[config.mk]
export PLATFORM = sky130hd
export DESIGN_NAME = butterfly_sequencer
export DESIGN_NICKNAME = d
export VERILOG_FILES = /design/src/rtl/butterfly_sequencer.sv
export SDC_FILE = /design/constraint.sdc
export NUM_CORES = 1
export LEC_CHECK = 0
export ABC_CLOCK_PERIOD_IN_PS = 1800
export CORE_MARGIN = 3
export CORE_UTILIZATION = 46
export DETAILED_ROUTE_END_ITERATION = 16
export PLACE_DENSITY = 0.83
export SKIP_LAST_GASP = 1
export SYNTH_ARGS = -nofsm -noshare
export SYNTH_HDL_FRONTEND = slang
export SYNTH_SLANG_ARGS = --single-unit
[constraint.sdc]
create_clock -name i_CLK -period 1.8 [get_ports i_CLK]
set_clock_uncertainty 0.05 [all_clocks]
set_input_delay 0.36 -clock i_CLK [delete_from_list [all_inputs] [get_ports i_CLK]]
set_output_delay 0.36 -clock i_CLK [all_outputs]
set_load 0.05 [all_outputs]
[src/rtl/butterfly_sequencer.sv]
// Address sequencer for an in-place radix-2 DIT FFT. Data is expected in bit-reversed order.
// Issues one butterfly read per cycle and replays the same addresses as writes PIPE cycles later.
module butterfly_sequencer #(
    parameter int  LOG2N = 4,
    parameter int  PIPE  = 2,
    localparam int SW    = (LOG2N > 1) ? $clog2(LOG2N) : 1
) (
    input  logic             i_CLK,
    input  logic             i_RST,
    input  logic             i_START,
    output logic             o_BUSY,
    output logic             o_DONE,
    output logic             o_RD_EN,
    output logic [LOG2N-1:0] o_RD_ADDR_A,
    output logic [LOG2N-1:0] o_RD_ADDR_B,
    output logic [LOG2N-2:0] o_TW_IDX,
    output logic             o_WR_EN,
    output logic [LOG2N-1:0] o_WR_ADDR_A,
    output logic [LOG2N-1:0] o_WR_ADDR_B,
    output logic [SW-1:0]    o_STAGE
);
    localparam int KW = LOG2N - 1;
    localparam logic [KW-1:0] K_LAST = {KW{1'b1}};
    localparam logic [SW-1:0] S_LAST = SW'(LOG2N - 1);
    localparam logic [2:0]    D_LAST = 3'(PIPE - 1);

    typedef enum logic [1:0] {IDLE, RUN, DRAIN, DONE} state_t;

    state_t          state_q, state_d;
    logic [KW-1:0]   k_q, k_d;
    logic [SW-1:0]   s_q, s_d;
    logic [2:0]      drain_q, drain_d;

    logic [LOG2N-1:0] k_ext, half, pos, base;
    logic             rd_en_d, rd_en_q;
    logic [LOG2N-1:0] rd_a_d, rd_a_q, rd_b_d, rd_b_q;
    logic [KW-1:0]    tw_d, tw_q;
    logic             busy_q, done_q;

    logic             wen_pipe_q [PIPE];
    logic [LOG2N-1:0] wa_pipe_q  [PIPE];
    logic [LOG2N-1:0] wb_pipe_q  [PIPE];

    always_comb begin
        state_d = state_q;
        k_d     = k_q;
        s_d     = s_q;
        drain_d = drain_q;
        case (state_q)
            IDLE: begin
                if (i_START) begin
                    state_d = RUN;
                    k_d     = '0;
                    s_d     = '0;
                end
            end
            RUN: begin
                k_d = k_q + 1'b1;
                if (k_q == K_LAST) begin
                    state_d = DRAIN;
                    drain_d = '0;
                end
            end
            DRAIN: begin
                if (drain_q == D_LAST) begin
                    if (s_q != S_LAST) begin
                        s_d     = s_q + 1'b1;
                        k_d     = '0;
                        state_d = RUN;
                    end else begin
                        state_d = DONE;
                    end
                end else begin
                    drain_d = drain_q + 1'b1;
                end
            end
            DONE: begin
                state_d = IDLE;
                s_d     = '0;
            end
            default: state_d = IDLE;
        endcase
    end

    // Butterfly k of stage s: low s bits of k select the position, the rest the group.
    always_comb begin
        k_ext   = {1'b0, k_d};
        half    = LOG2N'(1) << s_d;
        pos     = k_ext & (half - LOG2N'(1));
        base    = ((k_ext >> s_d) << s_d) << 1;
        rd_en_d = 1'b0;
        rd_a_d  = '0;
        rd_b_d  = '0;
        tw_d    = '0;
        if (state_d == RUN) begin
            rd_en_d = 1'b1;
            rd_a_d  = base | pos;
            rd_b_d  = base | pos | half;
            tw_d    = KW'(pos << (S_LAST - s_d));
        end
    end

    always_ff @(posedge i_CLK) begin
        if (i_RST) begin
            state_q <= IDLE;
            k_q     <= '0;
            s_q     <= '0;
            drain_q <= '0;
            rd_en_q <= 1'b0;
            rd_a_q  <= '0;
            rd_b_q  <= '0;
            tw_q    <= '0;
            busy_q  <= 1'b0;
            done_q  <= 1'b0;
            for (int i = 0; i < PIPE; i++) begin
                wen_pipe_q[i] <= 1'b0;
                wa_pipe_q[i]  <= '0;
                wb_pipe_q[i]  <= '0;
            end
        end else begin
            state_q <= state_d;
            k_q     <= k_d;
            s_q     <= s_d;
            drain_q <= drain_d;
            rd_en_q <= rd_en_d;
            rd_a_q  <= rd_a_d;
            rd_b_q  <= rd_b_d;
            tw_q    <= tw_d;
            busy_q  <= (state_d != IDLE);
            done_q  <= (state_d == DONE);
            // Stage 0 holds the read issued last cycle, so the tail lags reads by PIPE.
            wen_pipe_q[0] <= rd_en_q;
            wa_pipe_q[0]  <= rd_a_q;
            wb_pipe_q[0]  <= rd_b_q;
            for (int i = 1; i < PIPE; i++) begin
                wen_pipe_q[i] <= wen_pipe_q[i-1];
                wa_pipe_q[i]  <= wa_pipe_q[i-1];
                wb_pipe_q[i]  <= wb_pipe_q[i-1];
            end
        end
    end

    assign o_BUSY      = busy_q;
    assign o_DONE      = done_q;
    assign o_RD_EN     = rd_en_q;
    assign o_RD_ADDR_A = rd_a_q;
    assign o_RD_ADDR_B = rd_b_q;
    assign o_TW_IDX    = tw_q;
    assign o_WR_EN     = wen_pipe_q[PIPE-1];
    assign o_WR_ADDR_A = wa_pipe_q[PIPE-1];
    assign o_WR_ADDR_B = wb_pipe_q[PIPE-1];
    assign o_STAGE     = s_q;

endmodule

## Word level (Yosys, flattened, before mapping)

Memory sizes are Yosys's and may differ from the RTL's.
Cells that the tools add are included.

| word-level totals | value |
|---|---|
| register bits | 24 |
| RAM bits | 18 |
| bits of input ports | 3 |
| output and inout port bits | 25 |
| word-level logic and storage cells | 73 |
| memories | 3 |

Memories:

| name | words | width | rd ports | clocked after Yosys merged registers in | wr ports | line | source |
|---|---|---|---|---|---|---|---|
| wa_pipe_q | 2 | 4 | 2 | 0 | 2 | 41 | `logic [LOG2N-1:0] wa_pipe_q [PIPE];` |
| wb_pipe_q | 2 | 4 | 2 | 0 | 2 | 42 | `logic [LOG2N-1:0] wb_pipe_q [PIPE];` |
| wen_pipe_q | 2 | 1 | 2 | 0 | 2 | 40 | `logic wen_pipe_q [PIPE];` |

| cells by class | value |
|---|---|
| $add $sub $neg | 5 |
| eq/ne operators | 10 |
| shift-type cells | 4 |
| multiplexer cells | 26 |
| bitwise logic cells | 10 |
| reductions and logical operators | 5 |

Operators with widths:

| cell | number |
|---|---|
| $mux 4 | 4 |
| $mux 3 | 5 |
| $mux 2 | 7 |
| $pmux 3 s3 | 1 |
| $or 4x4->4 | 2 |
| $pmux 2 s4 | 1 |
| $shl 4x2->3 | 2 |
| $add 3x1->3 const B | 2 |
| $eq 2x2->1 const B | 3 |
| $mux 1 | 6 |
| $ne 2x2->1 const B | 3 |
| $or 1x1->1 | 6 |
| $pmux 2 s3 | 1 |
| $pmux 3 s2 | 1 |
| $and 3x4->4 | 1 |
| $eq 2x1->1 const B | 2 |
| $reduce_bool 2->1 | 2 |
| $shl 1x2->4 const A | 1 |
| $shr 3x2->4 | 1 |
| $sub 4x1->4 const B | 1 |
| $eq 3x1->1 const B | 1 |
| $eq 3x3->1 const B | 1 |
| $reduce_and 3->1 | 1 |
| $add 2x1->2 const B | 1 |
| other kinds (4) | 4 |

## Longest topological paths before layout

| depth | value |
|---|---|
| word-level depth | 9 |
| mapped depth | 9 |
| depth with buffers taken out | 9 |

## Worst setup path before layout

OpenSTA, ideal clock, no wires.

| path | value |
|---|---|
| kind | register to register |
| start point | register s_q[0] (netlist: o_STAGE[0]) |
| end point | register tw_q[2] (netlist: o_TW_IDX[2]) |
| library setup time | 0.087 ns |
| arrival | 1.761 ns |
| required time | 1.663 ns |
| path slack | -0.098 ns |
| cell stages (with the launch flop) | 5 |
| path buffers | 0 |
| clock period less this slack | 1.898 ns |
| cell sequence | dfxtp_1 > a21oi_1 > nor3_1 > mux2_2 > o31ai_1 |

| between the ends | value |
|---|---|
| word-level cells in the longest chain between the ends | 8 |
| elaborated cells between the ends (all ways) | 20 |
| classes of those cells | add/sub (3); eq/ne (2); shift (2); mux (10); bitwise (2); reduce/logical (1) |

Ends and longest elaborated chain:

| item | line | source |
|---|---|---|
| from (decl) | 31 | `logic [SW-1:0] s_q, s_d;` |
| from (signal assigned) | 107 | `s_q <= '0;` |
| from (signal assigned) | 123 | `s_q <= s_d;` |
| $add 2x1->2 or $ne 2x2->1 (tied branches) | 67, 66 |  |
| $mux 2 | 66 | `if (s_q != S_LAST) begin` |
| $mux 2 | 65 | `if (drain_q == D_LAST) begin` |
| $pmux 2 s3 | 49 | `case (state_q)` |
| $shl 1x2->4 | 88 | `half = LOG2N'(1) << s_d;` |
| $sub 4x1->4 | 89 | `pos = k_ext & (half - LOG2N'(1));` |
| $and 3x4->4 | 89 |  |
| $shl 4x2->3 | 99 | `tw_d = KW'(pos << (S_LAST - s_d));` |
| to (signal assigned) | 128 | `tw_q <= tw_d;` |
| to (decl) | 37 | `logic [KW-1:0] tw_d, tw_q;` |

Several ways; a longest one is shown, not always the timed one.
A chain may end at the register's enable or synchronous reset.

## Final worst setup path

| path | value |
|---|---|
| start point | register drain_q[1] |
| end point | register rd_a_q[2] (netlist: o_RD_ADDR_A[2]) |

| between the ends | value |
|---|---|
| word-level cells in the longest chain between the ends | 7 |
| elaborated cells between the ends (all ways) | 16 |
| classes of those cells | add/sub (1); eq/ne (2); shift (3); mux (6); bitwise (3); reduce/logical (1) |

Ends and longest elaborated chain:

| item | line | source |
|---|---|---|
| from (decl) | 32 | `logic [2:0] drain_q, drain_d;` |
| from (signal assigned) | 124 | `drain_q <= drain_d;` |
| $eq 3x1->1 (*) | 65 |  |
| $mux 2 | 65 |  |
| $pmux 2 s3 | 49 |  |
| $shl 1x2->4 | 88 |  |
| $sub 4x1->4 | 89 |  |
| $and 3x4->4 | 89 |  |
| $or 4x4->4 | 97 | `rd_a_d = base \| pos;` |
| to (signal assigned) | 126 | `rd_a_q <= rd_a_d;` |
| to (decl) | 36 | `logic [LOG2N-1:0] rd_a_d, rd_a_q, rd_b_d, rd_b_q;` |

Mark *: on every way between the ends. The rest lies on a longest branch, timed or not.

==> flow_summary.json <==
{
  "status": "completed",
  "finalCritPeriodShare": 0.978,
  "slew_violations": 0,
  "ys.flop_type": "dfxtp_1",
  "synthArstFlopShare": 0,
  "synth.area.top_cells": "dfxtp_1 53%, nor2b_1 8.3%, buf_4 3.8%, nor2_1 3.6%, a21oi_1 3.2%",
  "antenna_cells": 0,
  "cp-end-kind": "register",
  "place_inst": 241,
  "place_area_um2": 1920,
  "drt-initial-drc-count": 48,
  "min-delay-start": "wb_pipe_q[0][1]",
  "rows": 20,
  "peakVddDrop_mv": 0.459,
  "drtAntennaViolNets": 0,
  "hold_class": "reg -> reg",
  "path_clk_slew_ns": 0.13,
  "yosysTopAreaCellShare": 0.532,
  "grt_use_total": 0.164,
  "synthesis.area_um2": 1580,
  "setup_viol": 0,
  "grt_max_degree": 29,
  "synth_seq_cells": 42,
  "relSlewSlack": 0.700,
  "required_ns": 2.04,
  "clock-sinks": 42,
  "cts_htree_levels": 2,
  "startpoint": "drain_q[1]",
  "rsz0062_at_grt": "yes",
  "drive_above_1_share": 0.407,
  "routed_wl_um": 3280,
  "grt_pass1_vias": 1223,
  "hold_buffers": 0,
  "crit_arrival_ns": 2.00,
  "multi_input_comb_area_um2": 702,
  "synth_edf_count": 0,
  "cp-start-kind": "register",
  "fin_crit_ns": 1.76,
  "cts_made_buffers": 5,
  "final_cells": 253,
  "finalHoldViolCount": 0,
  "pwr-share-comb": 0.113,
  "ios": 28,
  "core_area_um2": 3150,
  "max_clock_freq_mhz": 568,
  "gr-total-overflow": 0,
  "synth_cell_types": 38,
  "die_y_um": 64.6,
  "synth_top_area_cell": "dfxtp_1",
  "maxCapViolCount": 0,
  "numPortBuffers": 27,
  "pwr-share-seq": 0.592,
  "syn2layout_area_growth_pct": 32.5,
  "die_area_um2": 4170,
  "intPower_w": 0.00118,
  "clk_latency_ns": 0.35,
  "drc": 0,
  "wire_per_inst_um": 13.0,
  "ys_seq_area_frac": 0.532,
  "stdcell_area_um2": 2090,
  "powerDensity_nw_per_um2": 775,
  "worst_pin_slew_ns": 0.448,
  "gp_congestion": 0.812,
  "cellLeakagePower_nw": 0.882,
  "fillers": 262,
  "fin_hold_ws_ns": 0.405,
  "die_w_um": 64.6,
  "power.switching_w": 0.000440,
  "crit_type": "reg -> reg",
  "synth_nets": 170,
  "reg2reg_from": "drain_q[1]",
  "vias": 1270,
  "clockBufferDepth": 2,
  "cp_max_fo": 5,
  "netlist_instances": 163,
  "yosysWarningCount": 0,
  "tritoncts": "done",
  "hpwl_um": 2270,
  "nets": 215,
  "p_sw_frac": 0.271,
  "grt_antenna_before_repair": 0,
  "register_area_um2": 852,
  "initial_core_util": 0.501,
  "grt_pass1_wl_um": 5270,
  "clkPwrFrac": 0.295,
  "first_pass_iters": 4,
  "syn_area_per_cell_um2": 9.69,
  "avgViaCountPerCell": 5.02,
  "clockRootBuffer": "clkbuf_4"
}
-- worst max-delay path: stages (launching register included) --
cell	delay (ns)
dfxtp_2	0.35
inv_2	0.07
ha_4	0.12
nor2b_4	0.18
a21oi_2	0.09
or3_4	0.34
or3_1	0.38
a21oi_1	0.13
-- per-layer routing --
layer  wire (um)  part of all wire  global-route usage
met1        1350              0.41               0.177
met2        1690              0.52               0.291
met3         164             0.050              0.0329
met4          70             0.021               0.100
met5           0                 0                   0
-- area by class of cell --
type / count / area share
Tap cell: 44 / 0.0263
Clock inverter: 3 / 0.0114
Sequential cell: 42 / 0.407
Inverter: 2 / 0.00478
Clock buffer: 5 / 0.0179
Timing Repair Buffer: 54 / 0.198
Multi-Input combinational cell: 103 / 0.335
-- path summary, 6_finish.rpt --
| kind | endpoint | slack (ns) | cells past startpoint |
|---|---|---|---|
| setup / recovery | o_RD_ADDR_A[2] | 0.04 | 7 |
| setup reg to reg | o_RD_ADDR_A[2] | 0.04 | 7 |
| hold reg to reg | wb_pipe_q[0][5] | 0.41 | 1 |
| hold / removal | wb_pipe_q[0][5] | 0.41 | 1 |
-- cell families after synthesis --
kind of cell,Yosys count,synth area share
buf+inv,18,0.0736
simple gates,67,0.226
xor+xnor,1,0.00554
flops,42,0.532
fa+ha+maj,4,0.0317
compound gates,29,0.118
mux,2,0.0135
-- placed cells by master (no fill, tap or decap), types with 2 or more instances in the layout --
cell,instances
nor3_1,4
clkinvlp_4,2
clkbuf_4,5
o211ai_1,2
a21oi_1,8
and3_1,2
a31oi_1,2
a21oi_2,3
clkdlybuf4s50_1,2
nor2b_1,21
and2_1,2
ha_4,3
nand2_1,10
buf_4,51
o21ai_0,2
a21o_1,2
dfxtp_2,6
o22a_1,2
nor2_1,14
dfxtp_1,35
nand2b_1,2
o22ai_1,3
-- power groups by stage --
stage / registers, W / clock network [W] / logic [W]
finish: 0.000960 / 0.000478 / 0.000184
global route: 0.000964 / 0.000530 / 0.000196
CTS: 0.000961 / 0.000485 / 0.000178
detailed placement: 0.000981 / 0 / 0.000169
global placement: 0.000980 / 0 / 0.000167
floorplan: 0.00101 / 0 / 0.0000683
-- state kept, by name (all words and copies together), names as in the netlist, 2 cells and up --
| signal | flops |
|---|---|
| o_RD_ADDR_B | 4 |
| o_TW_IDX | 3 |
| wen_pipe_q | 2 |
| wb_pipe_q | 8 |
| o_STAGE | 2 |
| wa_pipe_q | 8 |
| k_q | 3 |
| o_RD_ADDR_A | 4 |
| state_q | 2 |
| drain_q | 3 |
-- what timing repair did --
action | in CTS | in global routing
endpoints found under the hold margin | 0 | 0
buffers inserted | 2 | 2
pin swaps | 1 | 9
endpoints found under the setup margin | 11 | 11
gates resized for setup | 9 | 14
-- through the flow --
stage	power (W)	TNS (ns)	setup WS [ns]	util
after floorplan	0.00108	0	0.000257	-
after global placement	0.00115	-1.42	-0.169	0.609
after detailed placement	0.00115	-1.68	-0.224	0.609
after CTS	0.00162	0	0.0129	0.640
after global routing	0.00169	-0.0324	-0.0199	0.664
final	0.00162	0	0.0401	0.664
-- synth_stat cells, types with 3 or more instances --
| cell type | instances |
|---|---|
| a21oi_1 | 10 |
| buf_2 | 3 |
| buf_4 | 8 |
| clkbuf_1 | 3 |
| dfxtp_1 | 42 |
| ha_1 | 4 |
| nand2_1 | 11 |
| nor2_1 | 15 |
| nor2b_1 | 21 |
| nor3_1 | 5 |
| o21ai_0 | 3 |
| o22ai_1 | 3 |
Power figures use the tool's default switching activity.
